**config.mk**
```make
export PLATFORM = sky130hd
export DESIGN_NAME = pipe_gap_gen
export DESIGN_NICKNAME = d
export VERILOG_FILES = /design/src/rtl/pipe_gap_gen_pkg.sv /design/src/rtl/pipe_gap_gen_gap_fifo.sv /design/src/rtl/pipe_gap_gen.sv
export SDC_FILE = /design/constraint.sdc
export NUM_CORES = 1
export LEC_CHECK = 0
export BUFFER_PORTS_ARGS = -buffer_cell sky130_fd_sc_hd__buf_2
export CORE_MARGIN = 4
export CORE_UTILIZATION = 45
export CTS_CLUSTER_DIAMETER = 80
export DETAILED_ROUTE_END_ITERATION = 10
export SLEW_MARGIN = 20
export SYNTH_ARGS = -nofsm -noshare
export SYNTH_HDL_FRONTEND = slang
export SYNTH_SLANG_ARGS = --single-unit
```
**constraint.sdc**
```tcl
create_clock -name clk -period 6.15 [get_ports clk]
set_input_delay 0.9225 -clock clk [delete_from_list [all_inputs] [get_ports clk]]
set_output_delay 0.9225 -clock clk [all_outputs]
set_load 0.03 [all_outputs]
```
**src/rtl/pipe_gap_gen_pkg.sv**
```systemverilog
// Shared constants for gap generation and the pipe renderer, plus the FIFO occupancy state type.
package pipe_gap_gen_pkg;
  localparam int GAP_MIN     = 60;
  localparam int GAP_SPAN    = 300;
  localparam int RBITS       = 9;
  localparam int GAP_W       = 10;
  localparam int DEPTH       = 4;
  localparam int STUCK_LIMIT = 16;
  localparam int SCREEN_H    = 480;

  typedef enum logic [1:0] {
    OCC_EMPTY,
    OCC_FILLING,
    OCC_FULL
  } occ_state_t;
endpackage

```
**src/rtl/pipe_gap_gen_gap_fifo.sv**
```systemverilog
// Small synchronous FIFO with a registered head entry and an occupancy FSM.
// state | meaning: OCC_EMPTY no entries | OCC_FILLING 1..DEPTH-1 entries | OCC_FULL DEPTH entries
module gap_fifo
  import pipe_gap_gen_pkg::*;
#(
  parameter int DEPTH = 4,
  parameter int WIDTH = 10
) (
  input  logic                     clk,
  input  logic                     rstn,
  input  logic                     push,
  input  logic                     pop,
  input  logic                     flush,
  input  logic [WIDTH-1:0]         wdata,
  output logic [WIDTH-1:0]         head,
  output logic                     full,
  output logic                     empty,
  output logic [$clog2(DEPTH):0]   level
);
  localparam int AW = $clog2(DEPTH);
  localparam int LW = AW + 1;

  logic [WIDTH-1:0] r_mem [DEPTH];
  logic [AW-1:0]    r_rd;
  logic [AW-1:0]    r_wr;
  logic [LW-1:0]    r_level;
  logic [WIDTH-1:0] r_head;
  occ_state_t       r_state;

  logic          w_pop;
  logic          w_push;
  logic [AW-1:0] w_rd_nxt;

  assign empty    = (r_state == OCC_EMPTY);
  assign full     = (r_state == OCC_FULL);
  assign w_pop    = pop && !flush && !empty;
  assign w_push   = push && !flush && (!full || w_pop);
  assign w_rd_nxt = r_rd + 1'b1;
  assign head     = r_head;
  assign level    = r_level;

  always_ff @(posedge clk) begin
    if (w_push) r_mem[r_wr] <= wdata;
  end

  always_ff @(posedge clk or negedge rstn) begin
    if (!rstn) begin
      r_rd    <= '0;
      r_wr    <= '0;
      r_level <= '0;
      r_head  <= '0;
      r_state <= OCC_EMPTY;
    end else if (flush) begin
      r_rd    <= '0;
      r_wr    <= '0;
      r_level <= '0;
      r_head  <= '0;
      r_state <= OCC_EMPTY;
    end else begin
      if (w_push) r_wr <= r_wr + 1'b1;
      if (w_pop)  r_rd <= w_rd_nxt;
      if (w_push && !w_pop)      r_level <= r_level + 1'b1;
      else if (w_pop && !w_push) r_level <= r_level - 1'b1;

      // Head comes straight from wdata when the new entry becomes the oldest one.
      if (w_push && (empty || (w_pop && r_level == LW'(1))))
        r_head <= wdata;
      else if (w_pop && r_level > LW'(1))
        r_head <= r_mem[w_rd_nxt];

      case (r_state)
        OCC_EMPTY:
          if (w_push) r_state <= (DEPTH == 1) ? OCC_FULL : OCC_FILLING;
        OCC_FILLING:
          if (w_push && !w_pop && r_level == LW'(DEPTH - 1)) r_state <= OCC_FULL;
          else if (w_pop && !w_push && r_level == LW'(1))    r_state <= OCC_EMPTY;
        OCC_FULL:
          if (w_pop && !w_push) r_state <= OCC_FILLING;
        default:
          r_state <= OCC_EMPTY;
      endcase
    end
  end
endmodule

```
**src/rtl/pipe_gap_gen.sv**
```systemverilog
// Turns Random32 words into uniform pipe-gap positions by rejection sampling,
// queues them for the spawner, and flags a generator that stopped changing.
module pipe_gap_gen
  import pipe_gap_gen_pkg::*;
#(
  parameter int P_GAP_MIN     = GAP_MIN,
  parameter int P_GAP_SPAN    = GAP_SPAN,
  parameter int P_RBITS       = RBITS,
  parameter int P_GAP_W       = GAP_W,
  parameter int P_DEPTH       = DEPTH,
  parameter int P_STUCK_LIMIT = STUCK_LIMIT
) (
  input  logic                       clk,
  input  logic                       rstn,
  input  logic [31:0]                number,
  input  logic                       flush,
  input  logic                       gap_ready,
  output logic                       gap_valid,
  output logic [P_GAP_W-1:0]         gap_y,
  output logic [$clog2(P_DEPTH):0]   level,
  output logic                       rng_stuck,
  output logic [15:0]                reject_cnt
);
  localparam int SW = $clog2(P_STUCK_LIMIT + 1);
  localparam logic [P_RBITS:0] SPAN_L = (P_RBITS + 1)'(P_GAP_SPAN);

  logic [31:0]        r_last;
  logic [15:0]        r_reject;
  logic [SW-1:0]      r_stuck_cnt;
  logic               r_stuck;

  logic               w_fresh;
  logic [P_RBITS-1:0] w_r;
  logic               w_accept;
  logic               w_reject;
  logic [P_GAP_W-1:0] w_gap;
  logic [SW-1:0]      w_cnt_nxt;
  logic               w_empty;
  logic               w_full;

  assign w_fresh  = (number != r_last);
  assign w_r      = number[P_RBITS-1:0];
  assign w_accept = w_fresh && ({1'b0, w_r} < SPAN_L);
  assign w_reject = w_fresh && ({1'b0, w_r} >= SPAN_L);
  assign w_gap    = P_GAP_W'(P_GAP_MIN) + P_GAP_W'(w_r);

  always_comb begin
    w_cnt_nxt = r_stuck_cnt;
    if (flush || w_fresh)                    w_cnt_nxt = '0;
    else if (r_stuck_cnt != SW'(P_STUCK_LIMIT)) w_cnt_nxt = r_stuck_cnt + 1'b1;
  end

  always_ff @(posedge clk or negedge rstn) begin
    if (!rstn) begin
      r_last      <= '0;
      r_reject    <= '0;
      r_stuck_cnt <= '0;
      r_stuck     <= 1'b0;
    end else begin
      r_last      <= number;
      r_stuck_cnt <= w_cnt_nxt;
      r_stuck     <= (w_cnt_nxt == SW'(P_STUCK_LIMIT));
      if (w_reject && r_reject != 16'hFFFF) r_reject <= r_reject + 1'b1;
    end
  end

  gap_fifo #(
    .DEPTH (P_DEPTH),
    .WIDTH (P_GAP_W)
  ) u_fifo (
    .clk   (clk),
    .rstn  (rstn),
    .push  (w_accept),
    .pop   (gap_ready),
    .flush (flush),
    .wdata (w_gap),
    .head  (gap_y),
    .full  (w_full),
    .empty (w_empty),
    .level (level)
  );

  assign gap_valid  = !w_empty;
  assign rng_stuck  = r_stuck;
  assign reject_cnt = r_reject;
endmodule

```
==> summary.txt <==
Worst-skew pair later-pin latency: 510 ps
Number of synthesized register bits: 113
# Post-CTS Setup Buffers: 0
Fill count: 947
CTS Hold Buffers Added: 0
RSZ-0062 raised after global routing: false
Worst setup EP type: register
Largest family of logic cells by synthesized area: simple AND/OR/NAND/NOR gates
Post-synthesis cell count: 365
Yosys cell types: 53
Die Span X: 113.3 µm
Final Skew: 13.15 ps
RePlAce Congestion: 0.7177
Register area: 0.003028 mm²
DRT iter0 DRCs: 95
Hold Violations, Final: 0
Synth Area per Inst: 13.67 µm²
CORE AREA: 0.01084 mm²
IO Pins: 67
Final min period: 2738 ps
TritonCTS Buffers: 17
Number of diodes: 0
Slew @ Worst Pin: 918.4 ps
Final WL: 9297 µm
Post-synthesis sequential area ratio: 0.6070
Port Buffers: 66
DRC: 0
H-tree depth: 4
CP arrival: 2880 ps
CTS Sinks: 113
Leakage power total: 2.498 nW
Layout cells sized above 1: 0.2832
Final setup fails: 0
Hold WC Path Type: register to register
Synthesized area: 0.004989 mm²
Global-route wire length before repair: 15650 µm
Initial antenna violation count: 0
Final period util: 0.4453
Largest net degree at the start of global routing: 74
Drt first pass iters: 4
Initial core utilization: 0.4602
Switching share of total power: 0.2763
Nets@finish: 488
Chip Height: 113.3 µm
Crit Path Max Fanout: 15
YS warnings: 0
Area contributors post-synth: dfrtp_1 37%, edfxtp_1 24%, xnor2_1 8.4%
Dominant synthesized flop cell: dfrtp_1
Sequential share of power: 0.419
Via count: 2953
Cts repair resizes: 0
Post-synthesis compound-gate area fraction: 0.05066
Simple-Gate Fraction of Synth Area: 0.1226
Max VDD drop: 0.2678 mV
Vias in the first global route: 3102
Synth-to-layout area growth: 20.54%
Setup TNS: 0 ps
Xor-xnor portion of the synthesized cell area: 0.1051
All-Layer GR Usage: 0.1583
Syn Nets: 414
Slew Viols, Final: 0
Post-synth EDFFs: 40
Asr flop ratio synth: 0.6460
Share of the synthesized area in the top cell type: 0.3662
Combinational Power Share: 0.137
Synth Area in Adders: 0.03261
Status: complete, no violations
Internal: 1.540 mW
Die area: 0.01283 mm²
Hold slack: 478.5 ps
CP startpoint kind: input pin
Critical path class: input pin to register
Pwr Total: 2.128 mW
Worst endpoint required time: 6290 ps
DRT antenna net count: 0
Clk pin slew, worst setup/hold paths: 60 ps
Multi-input logic area: 0.001829 mm²
Max Root-Sink Buffers: 2
Psw: 587.9 µW
Avg Vias per Cell: 4.988
Fmax: 365.2 MHz
Clk root buf: clkbuf_8
CTS tree: built
Max_slew headroom: 0.3877
Rows: 38
Overflow after GRT: 0
Max Cap Viol: 0
Mux contribution to synthesized area: 0.05568
Post-DP HPWL: 6512 µm
DR WL/cell: 15.70 µm
Power Dens Cells: 353.9 mW/mm²
Cell taking the most area after synthesis: dfrtp_1
Clk pwr share: 0.444
[synth_stat cells (all sizes together), types with 4 or more instances]
cell	count
nor2	21
a21oi	6
buf	9
inv	15
ha	13
xnor2	49
nand3	14
nand2	20
nor4	5
nor3	4
and2	5
dfrtp	73
nand4	11
a22oi	9
mux4	10
edfxtp	40
nand2b	4
o21ai	15
xor2	10
[worst paths after layout]
| check | end | slack, ps | startpoint | cells past startpoint |
|---|---|---|---|---|
| min in group asynchronous | r_last[21] | 560 | rstn | 1 |
| max in group asynchronous | r_stuck_cnt[2] | 5000 | rstn | 1 |
| worst min-delay path | u_fifo.head[6] | 480 | u_fifo.head[6] | 2 |
| worst max-delay path | u_fifo.r_mem[3][7] | 3410 | number[2] | 6 |
| worst max register to register | u_fifo.r_mem[3][7] | 3620 | u_fifo.r_state[1] | 5 |
| worst min register to register | u_fifo.head[6] | 480 | u_fifo.head[6] | 2 |
[power groups by stage]
stage	registers [mW]	logic, mW	clock network, mW
after floorplan	0.964	0.139	0
after global placement	0.903	0.292	0
after detailed placement	0.905	0.297	0
after CTS	0.893	0.297	0.967
after global routing	0.901	0.321	1.02
final	0.892	0.291	0.945
[cell usage in the layout (no fill, tap or decap), types with 3 or more instances in the layout]
cell	synthesis	final
edfxtp_1	40	40
nand3_2	5	5
nor2b_1	3	3
inv_1	15	15
ha_1	13	13
dfrtp_1	73	73
nand3_1	9	9
a22oi_1	9	9
mux2i_1	3	3
nor2_1	21	21
o21ai_0	6	6
o21ai_1	9	9
a21oi_1	5	5
xor2_1	10	10
nand2b_1	3	3
buf_2	3	65
and2_1	4	4
mux4_2	10	10
clkinvlp_4	0	3
xnor2_1	48	48
and3_1	3	3
nand2_1	20	20
nor3_1	3	3
nand4_1	10	10
clkinv_4	0	4
clkbuf_16	0	16
[kinds of logic after synthesis]
group	after synthesis
DFF	113
and+or+nand+nor	99
xor gates and xnor gates	59
AOI/OAI and AO/OA	39
buffers and inverters	27
muxes	15
adders and majority gates	13
[metrics by stage]
stage | area [µm²] | utilization | setup slack [ps] | instances
2_1_floorplan | 4989 | - | 3301 | 365
3_3_place_gp | 5429 | 0.5008 | 2922 | 560
3_5_place_dp | 5429 | 0.5008 | 2868 | 560
4_1_cts | 6013 | 0.5547 | 3405 | 592
5_1_grt | 6013 | 0.5547 | 3244 | 592
6_report | 6013 | 0.5547 | 3412 | 592
[final cells by class]
cell class	count	share of cell area
repair buffers	67	0.05660
flip-flops and latches	113	0.5035
clock inverters	14	0.02601
well taps	140	0.02913
multi-input cells	225	0.3042
clock buffers	18	0.07116
inverters	15	0.009363
[metal layers]
| metal | global-route usage | part of all wire |
|---|---|---|
| met2 | 0.2437 | 0.48 |
| met1 | 0.2143 | 0.47 |
| met4 | 0.05288 | 0.0086 |
| met3 | 0.05027 | 0.047 |
| met5 | 0 | 0 |
[registers in the layout, indices dropped and copies added, names as in the netlist]
| register | cells |
|---|---|
| u_fifo.head | 10 |
| reject_cnt | 16 |
| r_stuck_cnt | 5 |
| u_fifo.r_rd | 2 |
| u_fifo.r_state | 2 |
| r_last | 32 |
| u_fifo.level | 3 |
| u_fifo.r_mem | 40 |
| rng_stuck | 1 |
| u_fifo.r_wr | 2 |
[worst max-delay path, cell delays in order]
cell and delay (ps):
buf_2 150, a21oi_1 150, nor2_1 80, or4b_4 530
a21oi_2 500, and2_1 550
(Power assumes the default switching activity.)
